==> src/rtl/instr_fetch_pkg.sv <==
// Shared widths, PC increment, FSM encoding and alignment helper for the
// instruction fetch unit.
package instr_fetch_pkg;

    localparam int PC_WIDTH    = 32;
    localparam int INSTR_WIDTH = 32;

    localparam logic [PC_WIDTH-1:0] PC_INCR = 32'd4;

    typedef enum logic [1:0] {
        ST_FETCH = 2'd0,
        ST_WAIT  = 2'd1,
        ST_FULL  = 2'd2
    } if_state_e;

    function automatic logic pc_misaligned(input logic [PC_WIDTH-1:0] pc);
        return (pc[1:0] != 2'b00);
    endfunction

endpackage

==> src/rtl/instr_fetch.sv <==
// Single-outstanding instruction fetch unit: FETCH -> WAIT -> FULL with redirect kill.
// Optional misaligned-redirect halt is built when IFU_MISALIGN_CHK_EN is defined.
module instr_fetch
    import instr_fetch_pkg::*;
#(
    parameter logic [PC_WIDTH-1:0] RESET_PC = 32'h8000_0000
) (
    input  logic                   clk,
    input  logic                   rst,
    input  logic                   stall_i,
    input  logic                   redirect_i,
    input  logic [PC_WIDTH-1:0]    redirect_pc_i,
    output logic                   ibus_req_o,
    output logic [PC_WIDTH-1:0]    ibus_addr_o,
    input  logic                   ibus_gnt_i,
    input  logic                   ibus_rvalid_i,
    input  logic [INSTR_WIDTH-1:0] ibus_rdata_i,
    output logic                   if_valid_o,
    output logic [PC_WIDTH-1:0]    if_pc_o,
    output logic [INSTR_WIDTH-1:0] if_instr_o
`ifdef IFU_MISALIGN_CHK_EN
    ,
    output logic                   if_misalign_o
`endif
);

    if_state_e              state;
    logic [PC_WIDTH-1:0]    pc_q;
    logic [PC_WIDTH-1:0]    req_pc_q;
    logic                   kill_q;
    logic                   out_valid_q;
    logic [PC_WIDTH-1:0]    out_pc_q;
    logic [INSTR_WIDTH-1:0] out_instr_q;
    logic                   halt_s;
    logic                   fetch_hs_s;

`ifdef IFU_MISALIGN_CHK_EN
    logic misalign_q;
    assign halt_s        = misalign_q;
    assign if_misalign_o = misalign_q;
`else
    assign halt_s = 1'b0;
`endif

    assign ibus_req_o  = (state == ST_FETCH) && !halt_s;
    assign ibus_addr_o = pc_q;
    assign fetch_hs_s  = ibus_req_o && ibus_gnt_i;

    assign if_valid_o = out_valid_q;
    assign if_pc_o    = out_pc_q;
    assign if_instr_o = out_instr_q;

    // Control FSM: state, response-kill flag and misalignment halt.
    always_ff @(posedge clk) begin
        if (rst) begin
            state  <= ST_FETCH;
            kill_q <= 1'b0;
`ifdef IFU_MISALIGN_CHK_EN
            misalign_q <= 1'b0;
`endif
        end else if (redirect_i) begin
`ifdef IFU_MISALIGN_CHK_EN
            misalign_q <= pc_misaligned(redirect_pc_i);
`endif
            // An accepted-but-unanswered request must still drain, so it is killed rather than abandoned.
            case (state)
                ST_FETCH: begin
                    if (fetch_hs_s) begin
                        state  <= ST_WAIT;
                        kill_q <= 1'b1;
                    end else begin
                        state  <= ST_FETCH;
                        kill_q <= 1'b0;
                    end
                end
                ST_WAIT: begin
                    if (ibus_rvalid_i) begin
                        state  <= ST_FETCH;
                        kill_q <= 1'b0;
                    end else begin
                        state  <= ST_WAIT;
                        kill_q <= 1'b1;
                    end
                end
                default: begin
                    state  <= ST_FETCH;
                    kill_q <= 1'b0;
                end
            endcase
        end else begin
            case (state)
                ST_FETCH: begin
                    if (fetch_hs_s) begin
                        state <= ST_WAIT;
                    end
                end
                ST_WAIT: begin
                    if (ibus_rvalid_i) begin
                        state  <= kill_q ? ST_FETCH : ST_FULL;
                        kill_q <= 1'b0;
                    end
                end
                ST_FULL: begin
                    if (!stall_i) begin
                        state <= ST_FETCH;
                    end
                end
                default: begin
                    state  <= ST_FETCH;
                    kill_q <= 1'b0;
                end
            endcase
        end
    end

    // Datapath: fetch PC, outstanding address and the presented instruction buffer.
    always_ff @(posedge clk) begin
        if (rst) begin
            pc_q        <= RESET_PC;
            req_pc_q    <= '0;
            out_valid_q <= 1'b0;
            out_pc_q    <= '0;
            out_instr_q <= '0;
        end else if (redirect_i) begin
            pc_q        <= redirect_pc_i;
            out_valid_q <= 1'b0;
        end else begin
            case (state)
                ST_FETCH: begin
                    if (fetch_hs_s) begin
                        req_pc_q <= pc_q;
                        pc_q     <= pc_q + PC_INCR;
                    end
                end
                ST_WAIT: begin
                    if (ibus_rvalid_i && !kill_q) begin
                        out_valid_q <= 1'b1;
                        out_pc_q    <= req_pc_q;
                        out_instr_q <= ibus_rdata_i;
                    end
                end
                ST_FULL: begin
                    if (!stall_i) begin
                        out_valid_q <= 1'b0;
                    end
                end
                default: begin
                    out_valid_q <= 1'b0;
                end
            endcase
        end
    end

endmodule

==> config.mk <==
export PLATFORM = sky130hd
export DESIGN_NAME = instr_fetch
export DESIGN_NICKNAME = d
export VERILOG_FILES = /design/src/rtl/instr_fetch_pkg.sv /design/src/rtl/instr_fetch.sv
export SDC_FILE = /design/constraint.sdc
export NUM_CORES = 1
export LEC_CHECK = 0
export BUFFER_PORTS_ARGS = -buffer_cell sky130_fd_sc_hd__buf_2
export CORE_MARGIN = 2
export CORE_UTILIZATION = 35
export DETAILED_ROUTE_END_ITERATION = 8
export PLACE_DENSITY = 0.69
export SLEW_MARGIN = 40
export SYNTH_ARGS = -nofsm -noshare
export SYNTH_HDL_FRONTEND = slang
export SYNTH_SLANG_ARGS = --single-unit
==> constraint.sdc <==
create_clock -name clk -period 2.9 [get_ports clk]
set_input_delay 0.145 -clock clk [delete_from_list [all_inputs] [get_ports clk]]
set_output_delay 0.145 -clock clk [all_outputs]
set_load 0.05 [all_outputs]
After elaboration in Yosys (flattened, before gate mapping)
Cells that the tools add are included.

word-level totals
  register bits = 132
  bits in latches = 0
  RAM bits = 0
  ROM bits = 0
  bits of input ports = 70
  output and inout port bits = 98
  word-level logic and storage cells = 53
  memories kept = 0

operators by class
  add/subtract/negate cells = 1
  $mul = 0
  divide/modulo/power cells = 0
  magnitude comparators = 0
  equal/unequal tests = 8
  shifts and indexed selects = 0
  mux-type cells = 21
  bitwise operators = 2
  reductions and logical operators = 14

operators with widths
  operator                 count
  $mux W32                 3
  $add A32 B3 Y32 const B  1
  $reduce_and A3 Y1        4
  $mux W2                  5
  $mux W1                  8
  $ne A3 B3 Y1 const B     2
  $pmux W2 S3              1
  $ne A2 B2 Y1 const B     2
  $pmux W1 S2              2
  $pmux W2 S2              1
  $reduce_and A2 Y1        2
  $reduce_bool A2 Y1       2
  $reduce_or A2 Y1         2
  $ne A3 B2 Y1 const B     1
  $pmux W1 S3              1
  $eq A2 B1 Y1 const B     1
  $eq A2 B2 Y1 const B     1
  $logic_and A1 B1 Y1      2
  $logic_not A2 Y1         1
  $ne A2 B1 Y1 const B     1
  $not A1 Y1               2
  $logic_not A1 Y1         1

Logic depth before layout (Yosys ltp)
Gate-level depths: netlist of the first run.

  depth after elaboration = 5
  gate-level depth with buffers = 7
  depth with buffers taken out = 5

Least setup slack after synthesis of the first run
No wires, ideal clock.

  kind = register to register
  start point = register pc_q[10], in the netlist ibus_addr_o[10]
  end point = register pc_q[24], in the netlist ibus_addr_o[24]
  setup time = 0.091 ns
  arrival = 2.329 ns
  data required time = 2.809 ns
  path slack = 0.480 ns
  stages on the path, launching flop included = 6
  path buffers = 1
  clock period less this slack = 2.420 ns
  cell sequence = dfxtp_1 nand4_2 or4_1 buf_2 or4_1 a311oi_1

on the way
  word-level cells in the longest chain between the ends = 4

ends and longest elaborated chain
  item                      line                text
  start: declaration        instr_fetch.sv:28   logic [PC_WIDTH-1:0] pc_q;
  start signal: assignment  instr_fetch.sv:125  pc_q <= redirect_pc_i;
  start signal: assignment  instr_fetch.sv:132  pc_q <= pc_q + PC_INCR;
  $add A32 B3 Y32           instr_fetch.sv:132
  $mux W32                  instr_fetch.sv:130  if (fetch_hs_s) begin
  $mux W32                  instr_fetch.sv:128  case (state)
  $mux W32                  instr_fetch.sv:124  end else if (redirect_i) begin

Every way passes these cells. The select of a mux whose other input is x is not followed.
A chain may end at the register's enable or synchronous reset.

Worst setup path in the final report of the first run
Same ends and word-level chain as after synthesis.

==> results of run 1 <==
## worst max-delay path, cell delays in order, from the launching register on
cell	delay, ps
sky130_fd_sc_hd__dfxtp_1	480
sky130_fd_sc_hd__nand4_2	230
sky130_fd_sc_hd__or4_1	720
sky130_fd_sc_hd__or4_1	550
sky130_fd_sc_hd__a311oi_1	240
## cells by family after synthesis
group                      after synthesis  synth area share, %
AOI/OAI and AO/OA                      150                 16.3
xor gates and xnor gates                11                 1.80
adders and majority gates                1                0.233
buffers and inverters                   60                 4.23
DFF                                    132                 49.3
muxes                                    3                0.584
and+or+nand+nor                        322                 27.6
## flip-flops by register name (all words and copies together) (netlist names)
name,count
req_pc_q,32
kill_q,1
state,2
if_pc_o,32
if_instr_o,32
if_valid_o,1
ibus_addr_o,32
## metrics by stage
step,hold slack (ps),power (W)
6_report,7.86,0.00465
5_1_grt,7.77,0.00483
4_1_cts,0.663,0.00468
3_5_place_dp,387,0.00246
3_3_place_gp,383,0.00245
2_1_floorplan,281,0.00229
## metal layers
| layer | GRT usage (%) | share of wire [%] | up-vias |
|---|---|---|---|
| li1 | - | - | 2724 |
| met1 | 25.9 | 46 | 2418 |
| met2 | 30.3 | 45 | 198 |
| met3 | 5.13 | 6.1 | 28 |
| met4 | 8.14 | 2.6 | 0 |
| met5 | 0 | 0 | - |
## what timing repair did
item                                   CTS  global route
setup endpoints to repair                0             0
endpoints found under the hold margin   40             0
hold buffers                            40             0
setup buffers                            0             0
## layout by cell type, fill, tap and decap left out, types with 11 or more instances in the layout
cell type,count
sky130_fd_sc_hd__a211oi_1,16
sky130_fd_sc_hd__a21oi_1,102
sky130_fd_sc_hd__buf_2,166
sky130_fd_sc_hd__buf_4,14
sky130_fd_sc_hd__clkbuf_16,17
sky130_fd_sc_hd__dfxtp_1,132
sky130_fd_sc_hd__dlygate4sd3_1,40
sky130_fd_sc_hd__inv_1,11
sky130_fd_sc_hd__nand2_1,210
sky130_fd_sc_hd__nand3_1,12
sky130_fd_sc_hd__nor2_1,29
## layout make-up
class                           count  area, µm²
Fill cell                        1475       7720
Tap cell                          188        235
Clock buffer                       19        453
Inverter                           11       41.3
Multi-Input combinational cell    487       2500
Timing Repair Buffer              220       1340
Clock inverter                     12        156
Sequential cell                   132       2640
Antenna cell                        1       2.50
## worst max-delay path by stage
stage	slack, ps	depth (start not counted)	endpoint
6_report	590	4	ibus_addr_o[24]$_SDFFE_PP0P_
5_1_grt	520	5	ibus_addr_o[28]$_SDFFE_PP0P_
4_1_cts	620	4	ibus_addr_o[24]$_SDFFE_PP0P_
3_5_place_dp	660	4	ibus_addr_o[24]$_SDFFE_PP0P_
3_3_place_gp	740	4	ibus_addr_o[24]$_SDFFE_PP0P_
2_1_floorplan	480	5	ibus_addr_o[24]$_SDFFE_PP0P_
## power breakdown
part	switching [W]	internal (W)	total [W]
logic	0.000341	0.000170	0.000511
clock network	0.000792	0.00139	0.00218
registers	0.0000766	0.00187	0.00195
==> results.md, run 1 <==
| Item | Value | Unit |
| --- | --- | --- |
| Main synth FF type | sky130_fd_sc_hd__dfxtp_1 | - |
| Fraction of layout instances using a drive strength above 1 | 25.0 | % |
| Data required time of the worst path | 3230 | ps |
| Sort of element at the end of the critical path | register | - |
| Number of placed cells counting well taps | 998 | - |
| Number of clock buffers inserted by TritonCTS | 17 | - |
| Number of synthesized flops with an enable pin | 0 | - |
| R2r worst-path depth | 4 | - |
| Instance area at placement | 6350 | µm² |
| Post-layout nets | 940 | - |
| Iter 0 DRT Violations | 357 | - |
| Setup Skew | 7.56 | ps |
| Residual antenna-violating net count after detailed routing | 0 | - |
| Level count of the clock H-tree | 4 | - |
| Time the worst path needs with I/O delays and setup | 2310 | ps |
| Synthesis warning total | 0 | - |
| Number of antenna violations at the first check in global routing | 0 | - |
| Number of top-level pins | 168 | - |
| Clk buf depth | 2 | - |
| Clock Latency Late Sink | 410 | ps |
| Via count of the first global-routing pass | 4,968 | - |
| Crit Path Max Fanout | 10 | - |
| Layout overhead on the synthesized area | 37.5 | % |
| Worst hold start | redirect_pc_i[4] | - |
| Total via count after detailed routing | 5,368 | - |
| Pin count of the biggest net entering global routing | 65 | - |
| Via-to-Cell Ratio | 5.02 | - |
| Arr. time, crit path | 2640 | ps |
| Post-detailed-placement half-perimeter wirelength | 10,700 | µm |
| Design Area, Final | 7370 | µm² |
| Net count after synthesis | 750 | - |
| Routed length per instance | 15.0 | µm |
| Status | finished clean | - |
| Synthesis-stage register bit count | 132 | - |
| Die height | 128 | µm |
| Setup CP Type | reg -> reg | - |
| Max-cap violations | 0 | - |
| Standard cell core area | 15,100 | µm² |
| Hold violation count in the final report | 0 | - |
| Worst-case hold path end point | ibus_addr_o[4]$_SDFFE_PP0P_ | - |
| Setup WS post-layout | 589 | ps |
| Min-Delay Path Depth | 3 | - |
| Total congestion overflow | 0 | - |
| Cell Count, Final, Fillers Out | 1,070 | - |
| Wire length reported by the detailed router | 16,000 | µm |
| All-Layer GR Usage | 19.5 | % |
| Aggregate negative setup slack | 0 | ps |
| Minimum setup slack among reg-to-reg paths | 590 | ps |
| Number of port buffers | 167 | - |
| Resize count post-CTS | 0 | - |
| Number of setup violations in the final report | 0 | - |
| Worst r2r src | ibus_addr_o[10]$_SDFFE_PP0P_ | - |
| CTS tree | done | - |
| Synthesized instance count | 679 | - |
| Top cells by instance count after synthesis | 210 x sky130_fd_sc_hd__nand2_1, 132 x sky130_fd_sc_hd__dfxtp_1, 102 x sky130_fd_sc_hd__a21oi_1 | - |
| Area share of the largest cell type after synthesis | 49.3 | % |
| Max-slew headroom at the worst pin | 54.4 | % |
| Highest clock frequency the design can meet | 0.433 | GHz |
| RSZ-0062 raised after global routing | no | - |
| Seq/Total Area, Yosys | 49.3 | % |
| Period utilisation layout | 79.7 | % |
| Leading cell type by number of instances after synthesis | sky130_fd_sc_hd__nand2_1 | - |
| Standard-cell rows | 45 | - |
| Static power due to leakage | 2.93 | nW |
| Die Outline Area | 16,300 | µm² |
| Post-route core utilization | 48.8 | % |
| Worst Max-Slew Pin Slew | 684 | ps |
| Width of the die | 128 | µm |
| Worst slack at placement | 663 | ps |
| Class of the worst hold path | in -> reg | - |
| Pwr Density | 631 | nW/µm² |
| Max IR drop VDD | 402 | µV |
| RePlAce Congestion | 0.901 | - |
| Worst reg2reg endpoint | ibus_addr_o[24]$_SDFFE_PP0P_ | - |
| Launching instance or port of the critical path | ibus_addr_o[10]$_SDFFE_PP0P_ | - |
| Effective utilization at floorplan | 35.5 | % |
| Area of the mapped netlist | 5360 | µm² |
| DRC viols | 0 | - |
| Wire length of the first global-routing pass | 25,200 | µm |
| First-pass DRT Iterations | 5 | - |
| CTS clk-pin slew, worst paths | 60 | ps |
| Cell accounting for the most synthesized area | sky130_fd_sc_hd__dfxtp_1 | - |
| Avg Cell Area, Syn | 7.89 | µm² |
| Largest cells by area after synthesis | sky130_fd_sc_hd__dfxtp_1 49%, sky130_fd_sc_hd__nand2_1 15%, sky130_fd_sc_hd__a21oi_1 9.5% | - |
| CTS sink count | 132 | - |
| Async S/R FF share, synth | 0 | % |
| Number of pins with negative max-slew slack in the final report | 0 | - |
| Count of cell types in the netlist | 45 | - |
| Library cell used as clock root buffer | sky130_fd_sc_hd__clkbuf_16 | - |
| Startpoint type of the worst setup path | register | - |
No activity file was read; power rests on OpenSTA's default activity.
==> inputs of run 2 (changes only) <==
clock period = 2.3 ns   (was 2.9 ns; I/O delays follow)
==> results.md, run 2 (synthesis gave the netlist of run 1 again) <==
| Item | Value | Unit | Change |
| --- | --- | --- | --- |
| Post-route core utilization | 50.3 | % | was 48.8% |
| Pin count of the biggest net entering global routing | 65 | - | unchanged |
| Effective utilization at floorplan | 35.5 | % | unchanged |
| RSZ-0062 raised after global routing | no | - | unchanged |
| Via-to-Cell Ratio | 5.05 | - | was 5.02 |
| First-pass DRT Iterations | 5 | - | unchanged |
| Number of antenna violations at the first check in global routing | 0 | - | unchanged |
| Minimum setup slack among reg-to-reg paths | 130 | ps | was 590 ps |
| Max-slew headroom at the worst pin | 54.6 | % | was 54.4% |
| Standard-cell rows | 45 | - | unchanged |
| Fraction of layout instances using a drive strength above 1 | 27.1 | % | was 25.0% |
| Pwr Density | 763 | nW/µm² | was 631 nW/µm² |
| Met1 usage | 27.8 | % | was 25.9% |
| Post-detailed-placement half-perimeter wirelength | 10,900 | µm | was 10,700 µm |
| Total congestion overflow | 0 | - | unchanged |
| Post-CTS setup buffer count | 0 | - | unchanged |
| Routed length per instance | 15.2 | µm | was 15.0 µm |
| Standard cell core area | 15,100 | µm² | unchanged |
| Library cell used as clock root buffer | sky130_fd_sc_hd__clkbuf_16 | - | unchanged |
| Worst-case hold slack | 4.35 | ps | was 7.86 ps |
| CTS clk-pin slew, worst paths | 60 | ps | about the same |
| Post-layout nets | 965 | - | was 940 |
| Startpoint type of the worst setup path | register | - | unchanged |
| Wire length of the first global-routing pass | 26,300 | µm | was 25,200 µm |
| Highest clock frequency the design can meet | 0.460 | GHz | was 0.433 GHz |
| Time the worst path needs with I/O delays and setup | 2170 | ps | was 2310 ps |
| Hold violation count in the final report | 0 | - | unchanged |
| Launching instance or port of the critical path | ibus_addr_o[2]$_SDFFE_PP0P_ | - | was ibus_addr_o[10]$_SDFFE_PP0P_ |
| Die Outline Area | 16,300 | µm² | unchanged |
| Worst hold start | redirect_pc_i[9] | - | was redirect_pc_i[4] |
| Width of the die | 128 | µm | unchanged |
| CTS sink count | 132 | - | unchanged |
| Clk buf depth | 2 | - | unchanged |
| End point of the critical path | ibus_addr_o[28]$_SDFFE_PP0P_ | - | was ibus_addr_o[24]$_SDFFE_PP0P_ |
| Worst Max-Slew Pin Slew | 681 | ps | was 684 ps |
| Residual antenna-violating net count after detailed routing | 0 | - | unchanged |
| Die height | 128 | µm | unchanged |
| Crit Path Max Fanout | 7 | - | was 10 |
| Number of top-level pins | 168 | - | unchanged |
| Data required time of the worst path | 2590 | ps | was 3230 ps |
| R2r worst-path depth | 5 | - | was 4 |
| Cell Count, Final, Fillers Out | 1,095 | - | was 1,070 |
| Number of pins with negative max-slew slack in the final report | 0 | - | unchanged |
| Routing usage on met2 | 31.0 | % | was 30.3% |
| Number of port buffers | 167 | - | unchanged |
| GRT Max-Usage Layer | met2 | - | unchanged |
| Commonest cells after routing, fill and taps aside | 210 x sky130_fd_sc_hd__nand2_1, 166 x sky130_fd_sc_hd__buf_2, 122 x sky130_fd_sc_hd__dfxtp_1 | - | was 210 x sky130_fd_sc_hd__nand2_1, 166 x sky130_fd_sc_hd__buf_2, 132 x sky130_fd_sc_hd__dfxtp_1 |
| Class of the worst hold path | in -> reg | - | unchanged |
| Via count of the first global-routing pass | 5,081 | - | was 4,968 |
| Number of setup violations in the final report | 0 | - | unchanged |
| Max IR drop VDD | 498 | µV | was 402 µV |
| Total via count after detailed routing | 5,531 | - | was 5,368 |
| Global routing met3 resource utilization | 4.92 | % | was 5.13% |
| Antenna fix cells | 0 | - | was 1 |
| Iter 0 DRT Violations | 321 | - | was 357 |
| Max-cap violations | 0 | - | unchanged |
| Most common cell after layout, fill and taps aside | sky130_fd_sc_hd__nand2_1 | - | unchanged |
| Status | finished clean | - | unchanged |
| Worst reg2reg endpoint | ibus_addr_o[28]$_SDFFE_PP0P_ | - | was ibus_addr_o[24]$_SDFFE_PP0P_ |
| Level count of the clock H-tree | 4 | - | unchanged |
| Clock Latency Late Sink | 420 | ps | was 410 ps |
| Min-Delay Path Depth | 3 | - | unchanged |
| Setup CP Type | reg -> reg | - | unchanged |
| Period utilisation layout | 94.4 | % | was 79.7% |
| CTS tree | done | - | unchanged |
| Setup Skew | 7.12 | ps | was 7.56 ps |
| Static power due to leakage | 3.05 | nW | was 2.93 nW |
| DRC viols | 0 | - | unchanged |
| Number of placed cells counting well taps | 1,011 | - | was 998 |
| Arr. time, crit path | 2460 | ps | was 2640 ps |
| Number of clock buffers inserted by TritonCTS | 17 | - | unchanged |
| RePlAce Congestion | 0.890 | - | was 0.901 |
| All-Layer GR Usage | 20.4 | % | was 19.5% |
| Layout overhead on the synthesized area | 41.8 | % | was 37.5% |
| Worst r2r src | ibus_addr_o[2]$_SDFFE_PP0P_ | - | was ibus_addr_o[10]$_SDFFE_PP0P_ |
| Sort of element at the end of the critical path | register | - | unchanged |
| Wire length reported by the detailed router | 16,700 | µm | was 16,000 µm |
[run 2: cell count changes in the layout (fill, tap and decap cells not counted), moves of 2 or more]
cell	before	now
sky130_fd_sc_hd__buf_12	0	2
sky130_fd_sc_hd__buf_4	14	25
sky130_fd_sc_hd__clkbuf_8	2	0
sky130_fd_sc_hd__clkinv_2	2	4
sky130_fd_sc_hd__dfxtp_1	132	122
sky130_fd_sc_hd__dfxtp_2	0	10
sky130_fd_sc_hd__dlygate4sd3_1	40	52
sky130_fd_sc_hd__inv_6	0	4
sky130_fd_sc_hd__or4_1	8	6
sky130_fd_sc_hd__or4_4	0	2
[run 2: final cells by class]
type,count,area (µm²)
fill,1468,7490
sequential,132,2660
multi-input combinational,487,2510
timing repair buffer,245,1580
clock buffer,17,425
tap,188,235
clock inverter,15,155
inverter,11,41.3
[run 2: worst min-delay path by stage]
stage,to,slack [ps]
floorplan,if_instr_o[0]$_SDFFE_PP0P_,250
global placement,ibus_addr_o[0]$_SDFFE_PP0P_,350
detailed placement,ibus_addr_o[0]$_SDFFE_PP0P_,360
CTS,ibus_addr_o[9]$_SDFFE_PP0P_,1
global route,ibus_addr_o[9]$_SDFFE_PP0P_,3
finish,ibus_addr_o[9]$_SDFFE_PP0P_,4
[run 2: metal layers]
metal,routed length [µm],vias to the layer above
li1,-,2760
met1,7620,2503
met2,7470,230
met3,1050,38
met4,511,0
met5,0,-
[run 2: metrics by stage]
| step | worst slack, ps | area (µm²) | power [W] | TNS (ps) |
|---|---|---|---|---|
| final | 128 | 7600 | 0.00580 | 0 |
| after CTS | 62.3 | 7590 | 0.00583 | 0 |
| after floorplan | -30.9 | 5370 | 0.00289 | -30.9 |
| after global routing | 56.3 | 7600 | 0.00601 | 0 |
| after global placement | 203 | 6490 | 0.00312 | 0 |
| after detailed placement | 72.0 | 6490 | 0.00312 | 0 |
[run 2: report_power, final]
group	total [W]	switching (W)	internal, W	leakage, nW
sequential	0.00245	0.0000842	0.00237	1.08
combinational	0.000700	0.000454	0.000246	1.69
clock	0.00265	0.00105	0.00160	0.280
total	0.00580	0.00158	0.00421	3.05
[run 2: critical path, cell delays in order, from the launching register on]
cell and delay [ps]:
sky130_fd_sc_hd__dfxtp_2 400, sky130_fd_sc_hd__ha_1 190, sky130_fd_sc_hd__nand4bb_1 180, sky130_fd_sc_hd__or4_4 620
sky130_fd_sc_hd__o21ai_0 190, sky130_fd_sc_hd__or3b_2 460
[run 2: what timing repair did]
| item | 4_1_cts | 5_1_grt |
|---|---|---|
| gates resized for setup | 0 | 2 |
| setup endpoints to repair | 0 | 2 |
| hold buffers | 52 | 0 |
| endpoints found under the hold margin | 52 | 0 |
